--- config.mk ---
export PLATFORM = sky130hd
export DESIGN_NAME = chi5pc_pcrd_tracker
export DESIGN_NICKNAME = d
export VERILOG_FILES = /design/src/rtl/chi5pc_pcrd_tracker.sv
export SDC_FILE = /design/constraint.sdc
export NUM_CORES = 1
export LEC_CHECK = 0
export BUFFER_PORTS_ARGS = -buffer_cell sky130_fd_sc_hd__buf_2
export CORE_MARGIN = 1
export CORE_UTILIZATION = 54
export CTS_BUF_LIST = sky130_fd_sc_hd__clkbuf_16
export CTS_CLUSTER_DIAMETER = 40
export CTS_CLUSTER_SIZE = 28
export DETAILED_ROUTE_END_ITERATION = 6
export PLACE_DENSITY = 0.76
export SKIP_LAST_GASP = 1
export SLEW_MARGIN = 20
export SYNTH_ARGS = -nofsm -noshare
export SYNTH_HDL_FRONTEND = slang
export SYNTH_SLANG_ARGS = --single-unit
--- constraint.sdc ---
create_clock -name SCLK -period 3.2 [get_ports SCLK]
set_input_delay 0.16 -clock SCLK [delete_from_list [all_inputs] [get_ports SCLK]]
set_output_delay 0.16 -clock SCLK [all_outputs]
set_load 0.02 [all_outputs]
--- src/rtl/chi5pc_pcrd_tracker.sv ---
// Chi5PC protocol-credit tracker: follows RetryAck -> PCrdGrant -> reissued request
// for up to NUM_ENTRIES concurrent retries and raises registered error pulses.
//
// state      | meaning
// FREE       | slot available for a new RetryAck
// WAIT_GRANT | request retried, waiting for a matching PCrdGrant
// GRANTED    | credit held, waiting for the AllowRetry=0 reissue
module chi5pc_pcrd_tracker #(
    parameter int NUM_ENTRIES = 8,
    parameter int SRCID_W     = 7,
    parameter int TXNID_W     = 8,
    parameter int PCRDTYPE_W  = 4,
    parameter int MAXWAIT     = 0
) (
    input  logic                             SCLK,
    input  logic                             SRESETn,
    input  logic                             retry_vld,
    input  logic [SRCID_W-1:0]               retry_srcid,
    input  logic [TXNID_W-1:0]               retry_txnid,
    input  logic [PCRDTYPE_W-1:0]            retry_pcrdtype,
    input  logic                             grant_vld,
    input  logic [SRCID_W-1:0]               grant_tgtid,
    input  logic [PCRDTYPE_W-1:0]            grant_pcrdtype,
    input  logic                             req_vld,
    input  logic [SRCID_W-1:0]               req_srcid,
    input  logic                             req_allowretry,
    input  logic [PCRDTYPE_W-1:0]            req_pcrdtype,
    output logic                             err_overflow,
    output logic                             err_unexp_grant,
    output logic                             err_no_credit,
    output logic                             err_bad_pcrdtype,
    output logic                             err_timeout,
    output logic [$clog2(NUM_ENTRIES+1)-1:0] wait_cnt,
    output logic [$clog2(NUM_ENTRIES+1)-1:0] grant_cnt,
    output logic                             full
);

    localparam int CNT_W = $clog2(NUM_ENTRIES + 1);
    localparam int TMR_W = (MAXWAIT > 1) ? $clog2(MAXWAIT + 1) : 1;
    localparam logic [TMR_W-1:0] TMR_LAST = TMR_W'((MAXWAIT > 0) ? MAXWAIT - 1 : 0);
    localparam logic [NUM_ENTRIES-1:0] ONE = NUM_ENTRIES'(1);

    typedef enum logic [1:0] {
        FREE       = 2'd0,
        WAIT_GRANT = 2'd1,
        GRANTED    = 2'd2
    } entryState_t;

    entryState_t             entState    [NUM_ENTRIES];
    logic [SRCID_W-1:0]      entSrcid    [NUM_ENTRIES];
    logic [TXNID_W-1:0]      entTxnid    [NUM_ENTRIES];
    logic [PCRDTYPE_W-1:0]   entPcrdtype [NUM_ENTRIES];
    logic [TMR_W-1:0]        entTimer    [NUM_ENTRIES];

    logic [NUM_ENTRIES-1:0]  isFree, isWait, isGranted;
    logic [NUM_ENTRIES-1:0]  grantMatch, reqMatch, expire;
    logic [NUM_ENTRIES-1:0]  allocSel, grantSel, reqSel;
    logic [CNT_W-1:0]        waitSum, grantSum;
    logic                    unusedTxnid;

    // All matching looks only at the registered table, so same-cycle events never chain.
    always_comb begin
        isFree     = '0;
        isWait     = '0;
        isGranted  = '0;
        grantMatch = '0;
        reqMatch   = '0;
        expire     = '0;
        waitSum    = '0;
        grantSum   = '0;
        for (int i = 0; i < NUM_ENTRIES; i++) begin
            isFree[i]     = (entState[i] == FREE);
            isWait[i]     = (entState[i] == WAIT_GRANT);
            isGranted[i]  = (entState[i] == GRANTED);
            grantMatch[i] = isWait[i] && (entSrcid[i] == grant_tgtid)
                            && (entPcrdtype[i] == grant_pcrdtype);
            reqMatch[i]   = isGranted[i] && (entSrcid[i] == req_srcid)
                            && (entPcrdtype[i] == req_pcrdtype);
            expire[i]     = (MAXWAIT > 0) && isWait[i] && (entTimer[i] == TMR_LAST);
            waitSum       = waitSum + CNT_W'(isWait[i]);
            grantSum      = grantSum + CNT_W'(isGranted[i]);
        end
    end

    // v & -v isolates the lowest set bit, giving lowest-index priority.
    assign allocSel = retry_vld ? (isFree & (~isFree + ONE)) : '0;
    assign grantSel = grant_vld ? (grantMatch & (~grantMatch + ONE)) : '0;
    assign reqSel   = (req_vld && !req_allowretry) ? (reqMatch & (~reqMatch + ONE)) : '0;

    always_ff @(posedge SCLK or negedge SRESETn) begin
        if (!SRESETn) begin
            for (int i = 0; i < NUM_ENTRIES; i++) begin
                entState[i]    <= FREE;
                entSrcid[i]    <= '0;
                entTxnid[i]    <= '0;
                entPcrdtype[i] <= '0;
                entTimer[i]    <= '0;
            end
            err_overflow     <= 1'b0;
            err_unexp_grant  <= 1'b0;
            err_no_credit    <= 1'b0;
            err_bad_pcrdtype <= 1'b0;
            err_timeout      <= 1'b0;
        end else begin
            for (int i = 0; i < NUM_ENTRIES; i++) begin
                if (allocSel[i]) begin
                    entState[i]    <= WAIT_GRANT;
                    entSrcid[i]    <= retry_srcid;
                    entTxnid[i]    <= retry_txnid;
                    entPcrdtype[i] <= retry_pcrdtype;
                    entTimer[i]    <= '0;
                end else begin
                    // A grant arriving in the expiry cycle still counts as on time.
                    if (grantSel[i]) begin
                        entState[i] <= GRANTED;
                    end else if (reqSel[i] || expire[i]) begin
                        entState[i] <= FREE;
                    end
                    if (isWait[i]) begin
                        entTimer[i] <= entTimer[i] + TMR_W'(1);
                    end
                end
            end
            err_overflow     <= retry_vld && !(|isFree);
            err_unexp_grant  <= grant_vld && !(|grantMatch);
            err_no_credit    <= req_vld && !req_allowretry && !(|reqMatch);
            err_bad_pcrdtype <= req_vld && req_allowretry && (|req_pcrdtype);
            err_timeout      <= |(expire & ~grantSel);
        end
    end

    // TxnID is recorded for debug visibility only; credits are not bound to it.
    always_comb begin
        unusedTxnid = 1'b0;
        for (int i = 0; i < NUM_ENTRIES; i++) begin
            unusedTxnid = unusedTxnid ^ (^entTxnid[i]);
        end
    end

    assign wait_cnt  = waitSum;
    assign grant_cnt = grantSum;
    assign full      = ~(|isFree);

endmodule
After elaboration in Yosys (flattened, before gate mapping) --
Index checks and enable logic that the tools add are counted.
Storage, ports and cells: bits in read-only memories 0, logic and storage cells 189, memories kept 0, RAM bits 0, latch bits 0, input port bits 47, output and inout bits 14, bits in registers 108
Operators by class: reductions and logical operators 62, bitwise logic cells 7, div/mod/pow operators 0, $add $sub $neg 17, multipliers 0, magnitude comparators 0, multiplexer cells 27, shift operators 0, equal/unequal tests 48
Operator list (number):
- $eq 7x7->1 | 16
- $eq 4x4->1 | 16
- $mux 2 | 24
- $logic_and 1x1->1 | 38
- $add 4x1->4 | 8
- $add 8x1->8 const B | 3
- $and 8x8->8 | 3
- $mux 8 | 3
- $not 8->8 | 3
- $reduce_bool 3->1 | 8
- $reduce_or 8->1 | 3
- $eq 2x1->1 const B | 8
- $eq 2x2->1 const B | 8
- $logic_not 2->1 | 8
- $add 3x1->4 | 2
- $add 2x1->3 | 2
- $add 1x1->2 | 2
- $logic_not 1->1 | 4
- $reduce_or 4->1 | 1
- $not 1->1 | 1

Depth between registers and ports, before layout --
depth in word-level cells 10, gate-level depth with buffers 9, mapped depth without buffers 9

Least setup slack after synthesis --
OpenSTA, ideal clock, no wires.
kind register to output, start register entState[15] in the netlist's numbering, end output port grant_cnt[2], stages on the path, launching flop included 10, data required time 3040 ps, path slack -115 ps, arrival 3155 ps, buffers on the path 0, cell sequence dfrtp_1 > nor2b_1 > fa_1 > inv_1 > fa_1 > inv_1 > fa_1 > ha_1 > fa_1 > xor2_1
On the way: longest elaborated chain between the ends 8
Ends and longest elaborated chain:
- start: declaration | line 49 | entryState_t entState [NUM_ENTRIES];
- start signal: indexed assignment | line 93 | entState[i] <= FREE;
- start signal: indexed assignment | line 107 | entState[i] <= WAIT_GRANT;
- start signal: indexed assignment | line 115 | entState[i] <= GRANTED;
- $eq 2x2->1 | line 74 | isGranted[i] = (entState[i] == GRANTED);
- $add 1x1->2 | line 81 | grantSum = grantSum + CNT_W'(isGranted[i]);
- $add 2x1->3 | line 81
- $add 3x1->4 | line 81
- $add 4x1->4 (4 in series) | line 81
- end: declaration | line 34 | output logic [$clog2(NUM_ENTRIES+1)-1:0] grant_cnt,
Every way passes these cells.

Worst setup path after layout --
Same ends and word-level chain as after synthesis.

==> qor.csv <==
metric,value,unit
cts.path.max_buffers,2,
grt_util_met1,0.418,
worst_path_largest_cell_delay,0.55,ns
final_nets,708,
slowest_stage,fa_1,
library_cell_with_the_largest_summed_area_after_synthesis,dfrtp_1,
netlist_instances,588,
router_iterations_before_antenna_repair,5,
timing_max_transition_violations_final,0,
worstSkewPairLatency,0.36,ns
pwr_density_cell,975,mW/mm^2
antenna_found_initial,1,
synth-main-ff-cell,dfrtp_1,
synth.yosys.seq_area_share,0.405,
grtUsageMet2,0.455,
grt_usage,0.299,
floorplan.die.height,113,um
drt.antenna.violating_nets,0,
layout-area-overhead-vs-synth,14.2,%
final-hold-violation-count,0,
portBuffers,51,
share_of_power_burned_in_combinational_logic,0.474,
grt_max_degree,60,
timing.critical_path.required,3.04,ns
cell_with_the_most_instances_after_synthesis,xnor2_1,
seq_pwr_share,0.363,
setup.worst_path.class,flip-flop to primary output,
yosys.cell_types.count,37,
cts_tree,yes,
detailedRoute.firstIterationViolations,372,
setup_viol,6,
timing.critical_path.max_delay_family,adder cells,
initial_utilization,0.556,
die-width,113,um
place.gp.congestion,0.891,
post_drt_via_cell_ratio,6.08,
synth.top_cell.area_share,0.405,
post_synthesis_adder_cell_area_fraction,0.0352,
overall_via_count_from_detail_route,4856,
post_synth_mux_area_share,0.154,
vias_in_the_first_global_route,4844,
place_worst_setup_slack,-0.0982,ns
dominant_combinational_cell_family_by_area_after_synthesis,XOR/XNOR gates,
wire_per_inst,22.7,um
timing_worst_slew_pin_value,1.11,ns
globalRoute.busiestLayer,met2,
clk_pin_slew,0.08,ns
core_area,0.0120,sq mm
power.switching,0.00283,W
drv.max_cap_violation_count,0,
diodes_inserted,0,
floorplan.die_area,0.0128,sq mm
period_share,1.12,
final_sum_of_negative_setup_slack,-1.54,ns
cp.buffers_inverters,3,
grt_setup_unrepaired,true,
timing.fmax,280,MHz
power_frac_clock,0.163,
max-vdd-ir-drop,0.000439,V
post_synth_instance_area,0.00668,sq mm
cell_leakage_power,3.16,nW
final_critical_path_setup_slack,-0.369,ns
synth.cells.most_frequent,"xnor2_1 (116), dfrtp_1 (108), mux2_2 (79)",
outcome,finished with violations,
violations_in_the_final_reports,setup timing,
synth_edf_count,0,
groute.layer.met3.usage,0.0782,
finalWorstPathRequiredPeriod,3.57,ns
worst_slew_margin_rel,0.260,
numClockSinks,108,
post_synth.cell_area_avg,11.4,sq um
finalClockSkew,0.00973,ns
io_pins,61,
clock_root_buffer_master,clkbuf_16,
yosysWarnings,0,
ys_ff_latch,108,
ys_top_cells_by_area,"dfrtp_1 (40%), xnor2_1 (15%), mux2_2 (13%)",
layout_cells_sized_above_1,0.319,
area_share_of_and_or_nand_nor_cells_after_synthesis,0.118,
synthArstFlopShare,1.00,
ff2ff_setup_slack,0.72,ns
htree_num_levels,3,
cts-buffers-inserted,9,
crit_chain,nor2b_4 > fa_1 > inv_2 > fa_1 > inv_2 > fa_2 > ha_4 > fa_2 > xor2_2 > buf_4,
synth.net_count,649,
cell_internal_pwr,0.00460,W
global_route_wire_length_before_repair,28000,um
route.detailed.drc,0,
critical_path_sink_type,primary output,
postRouteWirelength,18100,um
worstPathMaxFanout,3,
synth_compound_gate_area_share,0.0242,
worst-endpoint-arrival,3.41,ns
grt_remaining_overflow,0,
switching_share,0.381,
synth_xor_area_frac,0.234,
startpoint_type,flip-flop,
dp.final_hpwl,13000,um
floorplan.rows,40,
worst_hold_path_type,input pin to flip-flop,
==> worst register-to-register path: stages, from the launching register on <==
cell,delay (ns)
dfrtp_1,0.39
buf_4,0.12
buf_4,0.11
o221ai_1,0.18
or3_1,0.42
or4_1,0.75
mux2_2,0.39
==> logic make-up after synthesis <==
kind of cell / after synthesis
xor+xnor: 178
mux: 88
flops: 108
compound gates: 24
buf+inv: 42
fa+ha+maj: 14
simple gates: 133
other cells: 1
==> power groups by stage <==
stage	clock network [W]	registers (W)	logic, W
final	0.00121	0.00270	0.00352
after global routing	0.00127	0.00278	0.00381
after CTS	0.00122	0.00268	0.00333
after detailed placement	0	0.00268	0.00324
after global placement	0	0.00263	0.00313
after floorplan	0	0.00256	0.00251
==> final timing paths <==
kind | to | depth (start not counted) | startpoint
max | grant_cnt[2] | 10 | entState[15]
min | err_bad_pcrdtype | 3 | req_vld
max reg2reg | entSrcid[7] | 6 | entState[13]
min reg2reg | entState[10] | 1 | entState[10]
max in group asynchronous | entPcrdtype[5] | 3 | SRESETn
min in group asynchronous | entPcrdtype[28] | 2 | SRESETn
==> layer usage <==
| layer | routed length [um] | vias to the layer above |
|---|---|---|
| met4 | 391 | 2 |
| met1 | 8030 | 2456 |
| met3 | 1620 | 41 |
| li1 | - | 2140 |
| met2 | 8050 | 217 |
| met5 | 8 | - |
==> cell type report <==
type | count | area (sq um)
well taps | 147 | 184
inverters | 11 | 41.3
fillers | 925 | 4390
multi-input cells | 438 | 3880
repair buffers | 79 | 490
clock buffers | 9 | 225
clock inverters | 7 | 91.3
flip-flops and latches | 108 | 2700
==> timing repair <==
action                                  CTS  global route
hold endpoints to repair                 57             0
setup buffers                             2             5
pin swaps                                 5             3
hold buffers                              1             0
endpoints found under the setup margin    7             7
gates resized for setup                  19            10
==> layout by cell type (no fill, tap or decap), drive strengths merged, types with 6 or more instances in the layout <==
cell type  instances
xnor2            116
dfrtp            108
mux2              88
buf               78
xor2              62
nand4             33
nor4              19
nor3              13
nand2             13
inv               13
nor2b             12
clkbuf             9
nand2b             8
fa                 8
nor2               7
o21ai              7
or3                6
a21o               6
ha                 6
==> sequential cells by signal (all words and copies together) (netlist names) <==
register and cells:
entPcrdtype 32, entSrcid 56, entState 16, err_bad_pcrdtype 1
err_no_credit 1, err_overflow 1, err_unexp_grant 1
==> stage by stage <==
stage               area [sq um]  power, W  std cells   util  hold slack, ns
finish                      7620   0.00743        799  0.634          0.0294
CTS                         7550   0.00723        794  0.629          0.0244
global route                7620   0.00786        799  0.634          0.0488
detailed placement          7140   0.00593        775  0.594           0.272
global placement            7140   0.00577        775  0.594           0.272
floorplan                   6690   0.00506        588      -          -0.136
No activity file was read; power rests on OpenSTA's default activity.
